$ cat src/rtl/mc_ctrl_pkg.sv
`default_nettype none
// +----------------------------------------------------------------------+
// | mc_ctrl_pkg : state encoding, opcode classes and ALU op constants    |
// | Revision    : 1.0                                                    |
// +----------------------------------------------------------------------+
package mc_ctrl_pkg;

   typedef enum logic [2:0] {
      ST_FETCH  = 3'd0,
      ST_DECODE = 3'd1,
      ST_EXEC   = 3'd2,
      ST_MEM    = 3'd3,
      ST_WB     = 3'd4,
      ST_TRAP   = 3'd5
   } state_t;

   typedef enum logic [2:0] {
      CLS_LOAD    = 3'd0,
      CLS_STORE   = 3'd1,
      CLS_OP_IMM  = 3'd2,
      CLS_OP      = 3'd3,
      CLS_BRANCH  = 3'd4,
      CLS_ILLEGAL = 3'd5
   } op_class_t;

   localparam logic [4:0] C_OPC_LOAD   = 5'b00000;
   localparam logic [4:0] C_OPC_OP_IMM = 5'b00100;
   localparam logic [4:0] C_OPC_STORE  = 5'b01000;
   localparam logic [4:0] C_OPC_OP     = 5'b01100;
   localparam logic [4:0] C_OPC_BRANCH = 5'b11000;

   localparam logic [3:0] C_ALU_ADD = 4'b0000;
   localparam logic [3:0] C_ALU_SUB = 4'b1000;

endpackage
`default_nettype wire

$ cat src/rtl/mc_ctrl_dec.sv
`default_nettype none
// +----------------------------------------------------------------------+
// | mc_ctrl_dec : combinational opcode class and ALU control decode      |
// | Revision    : 1.0                                                    |
// +----------------------------------------------------------------------+
module mc_ctrl_dec
   import mc_ctrl_pkg::*;
(
   input  logic [31:0] inst,
   output logic [2:0]  op_class,
   output logic [3:0]  alu_op,
   output logic        alu_src_imm
);

   logic w_unused_bits;
   assign w_unused_bits = ^{inst[31], inst[29:15], inst[11:7], inst[1:0]};

   always_comb begin
      op_class    = CLS_ILLEGAL;
      alu_op      = C_ALU_ADD;
      alu_src_imm = 1'b0;
      case (inst[6:2])
         C_OPC_LOAD: begin
            op_class    = CLS_LOAD;
            alu_src_imm = 1'b1;
         end
         C_OPC_STORE: begin
            op_class    = CLS_STORE;
            alu_src_imm = 1'b1;
         end
         C_OPC_OP_IMM: begin
            op_class    = CLS_OP_IMM;
            alu_op      = {inst[30], inst[14:12]};
            alu_src_imm = 1'b1;
         end
         C_OPC_OP: begin
            op_class    = CLS_OP;
            alu_op      = {inst[30], inst[14:12]};
         end
         C_OPC_BRANCH: begin
            op_class    = CLS_BRANCH;
            alu_op      = C_ALU_SUB;
         end
         default: ;
      endcase
   end

endmodule
`default_nettype wire

$ cat src/rtl/mc_ctrl.sv
`default_nettype none
// +----------------------------------------------------------------------+
// | mc_ctrl : multi-cycle CPU control FSM with retired-instruction count |
// | Option  : MC_CTRL_ILLEGAL_TRAP_EN -> unsupported opcode traps        |
// | Revision: 1.0                                                        |
// +----------------------------------------------------------------------+
module mc_ctrl
   import mc_ctrl_pkg::*;
#(
   parameter int RETIRE_W = 32
)
(
   input  logic                clk,
   input  logic                rst,
   input  logic [31:0]         inst,
   input  logic                imem_ack,
   input  logic                dmem_ack,
   input  logic                br_taken,
   output logic                imem_req,
   output logic                ir_we,
   output logic                pc_we,
   output logic                pc_sel,
   output logic                alu_src_imm,
   output logic [3:0]          alu_op,
   output logic                dmem_req,
   output logic                dmem_we,
   output logic                rf_we,
   output logic                wb_sel,
   output logic [2:0]          state,
   output logic [RETIRE_W-1:0] instret
`ifdef MC_CTRL_ILLEGAL_TRAP_EN
   ,
   output logic                trap
`endif
);

   state_t              r_state;
   state_t              w_next;
   logic [2:0]          w_op_class;
   logic [3:0]          w_alu_op;
   logic                w_alu_src_imm;
   logic [RETIRE_W-1:0] r_instret;

   mc_ctrl_dec u_dec (
      .inst        (inst),
      .op_class    (w_op_class),
      .alu_op      (w_alu_op),
      .alu_src_imm (w_alu_src_imm)
   );

   always_ff @(posedge clk or posedge rst) begin
      if (rst) begin
         r_state <= ST_FETCH;
      end else begin
         r_state <= w_next;
      end
   end

   // Strobes are held low while rst is high so a pending access drops at once
   always_comb begin
      w_next      = r_state;
      imem_req    = 1'b0;
      ir_we       = 1'b0;
      pc_we       = 1'b0;
      pc_sel      = 1'b0;
      alu_src_imm = 1'b0;
      alu_op      = 4'b0000;
      dmem_req    = 1'b0;
      dmem_we     = 1'b0;
      rf_we       = 1'b0;
      wb_sel      = 1'b0;
`ifdef MC_CTRL_ILLEGAL_TRAP_EN
      trap        = 1'b0;
`endif
      if (!rst) begin
         case (r_state)
            ST_FETCH: begin
               imem_req = 1'b1;
               if (imem_ack) begin
                  ir_we  = 1'b1;
                  w_next = ST_DECODE;
               end
            end
            ST_DECODE: begin
               alu_op      = w_alu_op;
               alu_src_imm = w_alu_src_imm;
               w_next      = ST_EXEC;
            end
            ST_EXEC: begin
               alu_op      = w_alu_op;
               alu_src_imm = w_alu_src_imm;
               case (w_op_class)
                  CLS_LOAD, CLS_STORE: w_next = ST_MEM;
                  CLS_OP_IMM, CLS_OP:  w_next = ST_WB;
                  CLS_BRANCH: begin
                     pc_we  = 1'b1;
                     pc_sel = br_taken;
                     w_next = ST_FETCH;
                  end
                  default: begin
`ifdef MC_CTRL_ILLEGAL_TRAP_EN
                     w_next = ST_TRAP;
`else
                     pc_we  = 1'b1;
                     w_next = ST_FETCH;
`endif
                  end
               endcase
            end
            ST_MEM: begin
               alu_op      = w_alu_op;
               alu_src_imm = w_alu_src_imm;
               dmem_req    = 1'b1;
               dmem_we     = (w_op_class == CLS_STORE);
               if (dmem_ack) begin
                  if (w_op_class == CLS_LOAD) begin
                     w_next = ST_WB;
                  end else begin
                     pc_we  = 1'b1;
                     w_next = ST_FETCH;
                  end
               end
            end
            ST_WB: begin
               alu_op      = w_alu_op;
               alu_src_imm = w_alu_src_imm;
               rf_we       = 1'b1;
               wb_sel      = (w_op_class == CLS_LOAD);
               pc_we       = 1'b1;
               w_next      = ST_FETCH;
            end
            ST_TRAP: begin
`ifdef MC_CTRL_ILLEGAL_TRAP_EN
               trap = 1'b1;
`else
               w_next = ST_FETCH;
`endif
            end
            default: w_next = ST_FETCH;
         endcase
      end
   end

   always_ff @(posedge clk or posedge rst) begin
      if (rst) begin
         r_instret <= '0;
      end else if (pc_we) begin
         r_instret <= r_instret + RETIRE_W'(1);
      end
   end

   assign state   = r_state;
   assign instret = r_instret;

endmodule
`default_nettype wire

$ cat config.mk
export PLATFORM = sky130hd
export DESIGN_NAME = mc_ctrl
export DESIGN_NICKNAME = d
export VERILOG_FILES = /design/src/rtl/mc_ctrl_pkg.sv /design/src/rtl/mc_ctrl_dec.sv /design/src/rtl/mc_ctrl.sv
export SDC_FILE = /design/constraint.sdc
export NUM_CORES = 1
export LEC_CHECK = 0
export CAP_MARGIN = 20
export CELL_PAD_IN_SITES_DETAIL_PLACEMENT = 1
export CELL_PAD_IN_SITES_GLOBAL_PLACEMENT = 2
export CORE_MARGIN = 3
export CORE_UTILIZATION = 24
export DETAILED_ROUTE_END_ITERATION = 10
export MAX_ROUTING_LAYER = met4
export PLACE_DENSITY_LB_ADDON = 0.1
export REMOVE_ABC_BUFFERS = 1
export SLEW_MARGIN = 20
export SYNTH_ARGS = -nofsm -noshare
export SYNTH_HDL_FRONTEND = slang
export SYNTH_SLANG_ARGS = --single-unit
export TNS_END_PERCENT = 50
$ cat constraint.sdc
create_clock -name clk -period 2.74 [get_ports clk]
set_input_delay 0.548 -clock clk [delete_from_list [all_inputs] [get_ports clk]]
set_output_delay 0.548 -clock clk [all_outputs]
set_load 0.05 [all_outputs]
* Word level (Yosys, flattened, before mapping) *
Index checks and enable logic that the tools add are counted.

word-level totals
  word-level logic and storage cells = 61
  flip-flop bits (word level) = 35
  input port bits = 37

cells by class
  reduce and logical (&&, ||, !) cells = 10
  equality and inequality tests = 14
  muxes and demuxes = 33
  $add $sub $neg = 1
  bitwise gates (word level) = 1

operator list
  kind                                                                    count
  32-bit by 1-bit adder with 32-bit output (second input constant)        1
  1-bit two-way mux                                                       23
  3-bit one-hot mux with 5 select lines                                   1
  3-bit by 2-bit equality test with 1-bit output (second input constant)  4
  3-bit one-hot mux with 4 select lines                                   1
  5-bit by 4-bit equality test with 1-bit output (second input constant)  2
  3-bit two-way mux                                                       3
  4-bit two-way mux                                                       2
  4-bit one-hot mux with 2 select lines                                   1
  4-bit OR reduction                                                      2
  3-bit by 1-bit equality test with 1-bit output (second input constant)  2
  3-bit equality test (second input constant)                             2
  3-bit zero test                                                         2
  3-bit one-hot mux with 2 select lines                                   1
  2-bit OR reduction                                                      3
  5-bit by 3-bit equality test with 1-bit output (second input constant)  1
  5-bit equality test (second input constant)                             1
  5-bit zero test                                                         1
  2-bit inequality test (second input constant)                           2
  1-bit one-hot mux with 3 select lines                                   1
  3-bit AND reduction                                                     1
  3-bit OR reduction                                                      1
  1-bit NOT                                                               1

* Depth between registers and ports, before layout *
  depth after elaboration = 7
  depth in mapped cells = 7
  gate-level depth less buffers = 5

* Cells and area by module *
Synthesis repeated with hierarchy kept, for this count alone.

second synthesis, totals
  cells, all modules = 204
  area, all modules = 2092.0 sq um

modules (own cells, without submodules)
  module       cells each  area each (sq um)  instances
  mc_ctrl      193         1991.9             1
  mc_ctrl_dec  11          100.1              1

* Worst setup path after synthesis *
No wires, ideal clock.

  path type = input to output
  from = in rst
  to = out pc_sel
  arrival time = 3.061 ns
  cell stages on the path = 3
  path slack = -0.869 ns
  required time = 2.192 ns
  cells stage by stage = inv_1 > nand3_1 > nor4_1

between the ends
  word-level cells in the longest chain between the ends = 1

RTL lines
  element            line           RTL
  from (decl)        mc_ctrl.sv:14  input logic rst,
  1-bit two-way mux  mc_ctrl.sv:75  if (!rst) begin
  to (decl)          mc_ctrl.sv:22  output logic pc_sel,

Every way passes these cells.

* Final worst setup path *
  from = in inst[3]
  to = out pc_we

between the ends
  word-level cells in the longest chain between the ends = 7
  elaborated cells between the ends (all ways) = 16

RTL lines
  element                                                                 line                           RTL
  from (decl)                                                             mc_ctrl.sv:15                  input logic [31:0] inst,
  5-bit equality test (tied with other cells)                             mc_ctrl_dec.sv:22              case (inst[6:2])
  3-bit one-hot mux with 5 select lines (*)                               mc_ctrl_dec.sv:22
  3-bit by 1-bit equality test with 1-bit output (tied with other cells)  mc_ctrl.sv:92                  case (w_op_class)
  4-bit OR reduction (no line) or 1-bit two-way mux (tied branches)       -
  1-bit two-way mux (on tied branches)                                    mc_ctrl.sv:92, mc_ctrl.sv:115
  1-bit one-hot mux with 3 select lines (*)                               mc_ctrl.sv:76                  case (r_state)
  1-bit two-way mux (*)                                                   mc_ctrl.sv:75
  to (decl)                                                               mc_ctrl.sv:21                  output logic pc_we,

Every way passes the cells marked *; elsewhere a longest branch is shown, timed or not.

==> results.py <==
metrics = {
    "status": {
        "outcome": "finished clean",
    },
    "sta": {
        "clock.fmax_mhz": 376.7,
        "maxSlewViolCount": 0,
        "period_share_pct": 96.89,
        "hold_violations": 0,
        "rsz0062_at_grt": "false",
        "setup_viol": 0,
        "whs_ps": 476.1,
        "slew_headroom_pct": 60.74,
        "period_needed_ps": 2655,
        "worst_slew_pin_slew_ps": 588.9,
        "final.setup_skew_ps": 9.887,
    },
    "pwr": {
        "p_leak_nw": 1.261,
        "power.ir.vdd_worst_mv": 0.3586,
        "powerDensity_nw_per_um2": 588.9,
    },
    "detailed_routing": {
        "vias": 1707,
        "drc": 0,
        "wire_per_inst_um": 14.72,
        "via_per_inst": 4.664,
        "drtIter0Drc": 21,
        "drtPass1Iterations": 3,
        "ant_nets": 0,
        "drt-total-wl_mm": 5.389,
    },
    "logic_synthesis": {
        "synth_top_cell_area_share_pct": 45.72,
        "ys_seq_area_share_pct": 45.72,
        "ys_types": 36,
        "synth_seq_cells": 35,
        "synth_flop_cell": "dfrtp_1",
        "avgSynthCellArea_um2": 10.08,
        "ys_warn_count": 0,
        "synth_edf_count": 0,
        "yosysMostFrequentCell": "dfrtp_1",
        "ys_async_sr_fraction_pct": 100.0,
        "postSynthCellCount": 190,
        "yosys-top-cells-area": "dfrtp_1 46%, xnor2_1 10%, xor2_1 5.0%",
        "yosys.area.top_type": "dfrtp_1",
        "syn_area_um2": 1916,
        "synthTopCellsByCount": "35 x dfrtp_1, 22 x xnor2_1, 14 x nand2_1, 14 x nand4_1, 12 x nand3_1",
    },
    "critical_path": {
        "required_ps": 2190,
        "crit_slowest_cell": "clkdlybuf4s50_1",
        "max_stage_delay_ps": 490,
        "path_class": "in2out",
        "cp.arrival_ps": 2110,
        "cp_cell_sequence": "clkdlybuf4s50_1 > or3_1 > o311ai_4 > nand2_2 > buf_4",
        "startpoint_type": "input pin",
        "critical_path.max_fanout": 5,
        "end_kind": "output port",
        "ff2ff_path_depth": 6,
    },
    "global_route": {
        "grtUsageMet1_pct": 16.08,
        "grt_remaining_overflow": 0,
        "track_usage_pct": 12.99,
        "grt_util_met2_pct": 20.00,
        "antenna_found_initial": 0,
        "grt_pass1_vias": 1796,
        "grt_max_degree": 30,
        "grt_pass1_wl_mm": 8.845,
        "grtUsageMet3_pct": 3.946,
        "grt.busiest_layer": "met2",
    },
    "cts": {
        "clk_pin_slew_ps": 70,
        "cts_hold_buf": 0,
        "cts_made_buffers": 5,
        "insertion_delay_ps": 290,
        "cts_tree": "yes",
        "h-tree-depth": 2,
        "cts_root_buf": "clkbuf_8",
        "cts.sinks": 35,
        "clockBufferDepth": 2,
        "cts_resized": 0,
        "cts_setup_buffers": 0,
    },
    "hold_path": {
        "hold_path_class": "reg2reg",
        "holdPathStages": 1,
    },
    "floorplanning": {
        "floorplan.initialDensity_pct": 25.59,
        "fp-row-count": 31,
        "die_x_um": 95.34,
        "core_um2": 7486,
        "io_pins": 85,
        "die_y_um": 95.34,
        "design.die.area_um2": 9090,
    },
    "place": {
        "dpl_cell_area_um2": 2846,
        "gp_congestion": 0.7700,
        "detailed_place_hpwl_mm": 4.010,
        "io_buffers": 61,
    },
    "final_layout": {
        "insertedDiodeCount": 0,
        "final_area_um2": 2932,
        "drive_gt1_share_pct": 16.85,
        "areaGrowthSynthToFinish_pct": 53.04,
        "num-nets-final": 304,
    },
    "run": {
        "drv_cap": 0,
    },
}
## cell usage in the layout, fill, tap and decap left out, types with 2 or more instances in the layout
master,n
clkdlybuf4s50_1,48
dfrtp_1,35
xnor2_1,22
buf_4,17
nand4_1,14
nand2_1,14
nand3_1,12
buf_12,12
xor2_1,11
and3_1,9
nor2_1,9
nor3_1,8
and2_1,7
o21ai_0,6
and4_1,5
inv_1,5
clkbuf_8,5
nor4_1,4
a21oi_1,3
nor4b_1,2
## critical path, delay by kind of cell
| kind | cells | cell delay, ps |
|---|---|---|
| buf+inv | 2 | 690 |
| compound gates | 1 | 280 |
| simple gates | 2 | 590 |
## routing by layer
| metal | vias to the layer above | routed length, µm |
|---|---|---|
| met4 | 0 | 78 |
| met3 | 4 | 297 |
| met1 | 840 | 2559 |
| li1 | 818 | - |
| met2 | 45 | 2453 |
| met5 | - | 0 |
## power by group
part	total, mW	internal, mW	switching, mW	leakage [nW]
combinational	0.722	0.271	0.451	0.741
sequential	0.635	0.564	0.0703	0.479
clock	0.370	0.178	0.192	0.0412
## area by class of cell
cell class	instances	area [µm²]
fill	858	4554
sequential	35	875.8
inverter	5	18.77
clock inverter	2	12.51
tap	99	123.9
timing repair buffer	77	848.3
clock buffer	6	72.57
multi-input combinational	142	979.7
## stage by stage
step / setup WS (ps) / setup TNS [ps] / utilization, % / total power [mW] / std cells
CTS: 57.41 / 0 / 39.16 / 1.758 / 366
finish: 85.30 / 0 / 39.16 / 1.726 / 366
global placement: 76.14 / 0 / 38.02 / 1.372 / 358
floorplan: -869.4 / -2934 / - / 1.056 / 182
detailed placement: 65.77 / 0 / 38.02 / 1.378 / 358
global route: 2.775 / 0 / 39.16 / 1.833 / 366
## state kept, by name (all words and copies together) (netlist names)
signal / count
instret: 32
state: 3
## kinds of logic (layout without fill, tap and decap cells)
logic type	count (synthesis)	after routing	synth area share (%)
DFF	35	35	45.72
buffers and inverters	13	90	3.135
adders and majority gates	1	1	0.6531
and+or+nand+nor	93	93	28.80
muxes	1	1	0.5878
AOI/OAI and AO/OA	14	14	6.010
xor gates and xnor gates	33	33	15.09
## worst paths after layout
path	from	to	slack (ps)
worst max-delay path	inst[3]	pc_we	90
worst max register to register	state[1]	instret[26]	710
worst min register to register	instret[31]	instret[31]	480
worst min-delay path	instret[31]	instret[31]	480
max in group asynchronous	rst	instret[12]	1490
min in group asynchronous	rst	instret[31]	850
No activity file was read; power rests on OpenSTA's default activity.
==> patch: new RTL, same flow settings <==
The parameter `RETIRE_W` goes from 32 to 28.
--- a/src/rtl/mc_ctrl.sv
+++ b/src/rtl/mc_ctrl.sv
@@ -8,5 +8,5 @@
    import mc_ctrl_pkg::*;
 #(
-   parameter int RETIRE_W = 32
+   parameter int RETIRE_W = 28
 )
 (
Ports: changed (resized instret); port bits go from 85 to 81. No check against the original RTL was run, so the function may have changed too.
==> patch against the unedited design <==
Sequential cell count is 4 lower. Clock power is 6.5% lower. Final area is 8.7% lower. Final cell count is 5.7% lower. Setup slack better by 91 ps. Fmax is 3.5% higher. Wire length is 7.3% lower. Total power is 5.3% higher. Area after synthesis is 10% lower. Count of clock-buffer cells in the layout is 1 higher. Via count is 6.8% lower. Largest cell class unchanged.
==> patch: results (changes against the unedited design) <==
Run status
  – Run status: complete, no violations

Yosys
  – Post-Syn Area: 0.00172 sq mm (-10%)
  – Unique masters post-synth: 32 (-11%)
  – Post-synth top cells: 31 x dfrtp_1, 23 x xnor2_1, 17 x nand2_1, 16 x nor2_1, 14 x nand3_1
  – Synth Area in Compound Gates: 6.17% (+0.16 points)
  – Mux cell area share after synthesis: 0% (-0.59 points)
  – Ranking of synthesized cells by area: dfrtp_1 45%, xnor2_1 12%, nand4_1 4.7%
  – Sequential element share of the synthesized area: 45.0% (-0.70 points)
  – Synth warnings: 0 (unchanged)
  – Post-Synth Adder-Cell Area: 0.726% (+0.073 points)
  – Ys async rst share: 100% (unchanged)
  – Synth Area in XOR/XNOR: 14.7% (-0.35 points)

Clock network
  – Post-CTS sizing: 0 (unchanged)
  – Reg clk slew, reported paths: 60 ps
  – Clock Latency Late Sink: 290 ps (about the same)
  – CTS Buf Count: 5 (unchanged)
  – Setup Fix Bufs, Post-CTS: 0 (unchanged)
  – Htree depth: 2 (unchanged)
  – Root buffer cell: clkbuf_8
  – Clk buf depth: 2 (unchanged)

GRT
  – Vias in the first global route: 1755 (-2.3%)
  – M2 GR Usage: 21.4% (+1.4 points)
  – Met1 Resource Use GR: 16.9% (+0.83 points)
  – Initial antenna violation count: 0 (unchanged)
  – M3 GR Usage: 2.75% (-1.2 points)
  – Global-route wire length before repair: 8.82 mm (-0.31%)
  – Total Routing Usage GR: 13.6% (+0.58 points)
  – Pin count of the biggest net entering global routing: 32 (+6.7%)

Detailed routing
  – Drt initial violations: 38 (+81%)
  – DRT Wirelength: 5.00 mm (-7.3%)
  – Vias: 1591 (-6.8%)
  – DR pass1 iterations: 4 (+1)

Final layout
  – Filler Cell Count: 797 (-7.1%)
  – Max reg flops: 28 (-13%)
  – Share of cells above drive strength 1: 15.3% (-1.6 points)
  – Final nets: 286 (-5.9%)
  – Antenna fix cells: 0 (unchanged)

STA
  – Fin Clk Skew: 3.04 ps (-6.85 ps)
  – Max_slew headroom: 65.1% (+4.3 points)

Placement
  – Dpl cell area: 0.00259 sq mm (-8.8%)
  – Setup WS pre-CTS: 142 ps (+76.1 ps)
  – DP HPWL: 3.88 mm (-3.2%)
  – Port Buffers: 57 (-6.6%)
  – GP Congestion: 0.747 (-3.0%)

Power and ir drop
  – Switching share of power: 44.1% (+2.7 points)
  – Peak VDD IR: 332 uV (-7.4%)
  – Lkg Pwr: 0.00110 uW (-13%)

Worst setup path
  – Worst Path Max Fanout: 5 (unchanged)
  – Data arrival, critical path: 2020 ps (-90 ps)
[patch: power groups by stage]
| stage | registers [uW] | clock network, uW | logic [uW] |
|---|---|---|---|
| after floorplan | 831 | 0 | 302 |
| after global placement | 634 | 0 | 842 |
| after detailed placement | 640 | 0 | 853 |
| after CTS | 631 | 360 | 854 |
| after global routing | 649 | 384 | 900 |
| final | 630 | 346 | 841 |
[patch: layout make-up]
| class | count | area share, % |
|---|---|---|
| Clock buffer | 7 | 2.85 |
| Sequential cell | 31 | 29.0 |
| Multi-Input combinational cell | 132 | 32.4 |
| Clock inverter | 1 | 0.187 |
| Inverter | 8 | 1.22 |
| Tap cell | 96 | 4.49 |
| Timing Repair Buffer | 70 | 29.8 |
[patch: worst paths after layout]
path,start,endpoint,slack [ps],cells past startpoint
min in group asynchronous,rst,instret[16],1000,4
max reg2reg,state[0],instret[13],710,7
min reg2reg,instret[27],instret[27],470,1
min,instret[27],instret[27],470,1
max,inst[6],pc_we,180,7
max in group asynchronous,rst,instret[9],1460,4
[patch: critical path, cell delays in order]
cell and delay, ps:
clkdlybuf4s50_1 540, nor3_4 70, buf_4 150, a2111oi_4 400
a31oi_4 80, inv_4 90, buf_12 130
[patch: per-stage QoR]
stage | utilization [%] | setup TNS (ps) | power (uW) | cells | hold slack [ps]
global route | 39.0 | 0 | 1930 | 345 | 518
detailed placement | 37.8 | 0 | 1490 | 337 | 470
finish | 39.0 | 0 | 1820 | 345 | 474
global placement | 37.8 | 0 | 1480 | 337 | 459
floorplan | - | -3530 | 1130 | 171 | 644
CTS | 39.0 | 0 | 1850 | 345 | 478
[patch: logic make-up (layout without fill, tap and decap cells)]
group / count (synthesis) / in the layout
AND/OR/NAND/NOR: 90 / 90
buffers and inverters: 14 / 86
adder cells (fa/ha/maj): 1 / 1
AO/OA/AOI/OAI: 12 / 12
XOR/XNOR: 29 / 29
flip-flops: 31 / 31
[patch: routing by layer]
metal / share of wire (%) / up-vias
met3: 3.9 / 10
li1: - / 757
met1: 46 / 780
met2: 48 / 44
met4: 2.3 / 0
met5: 0 / -
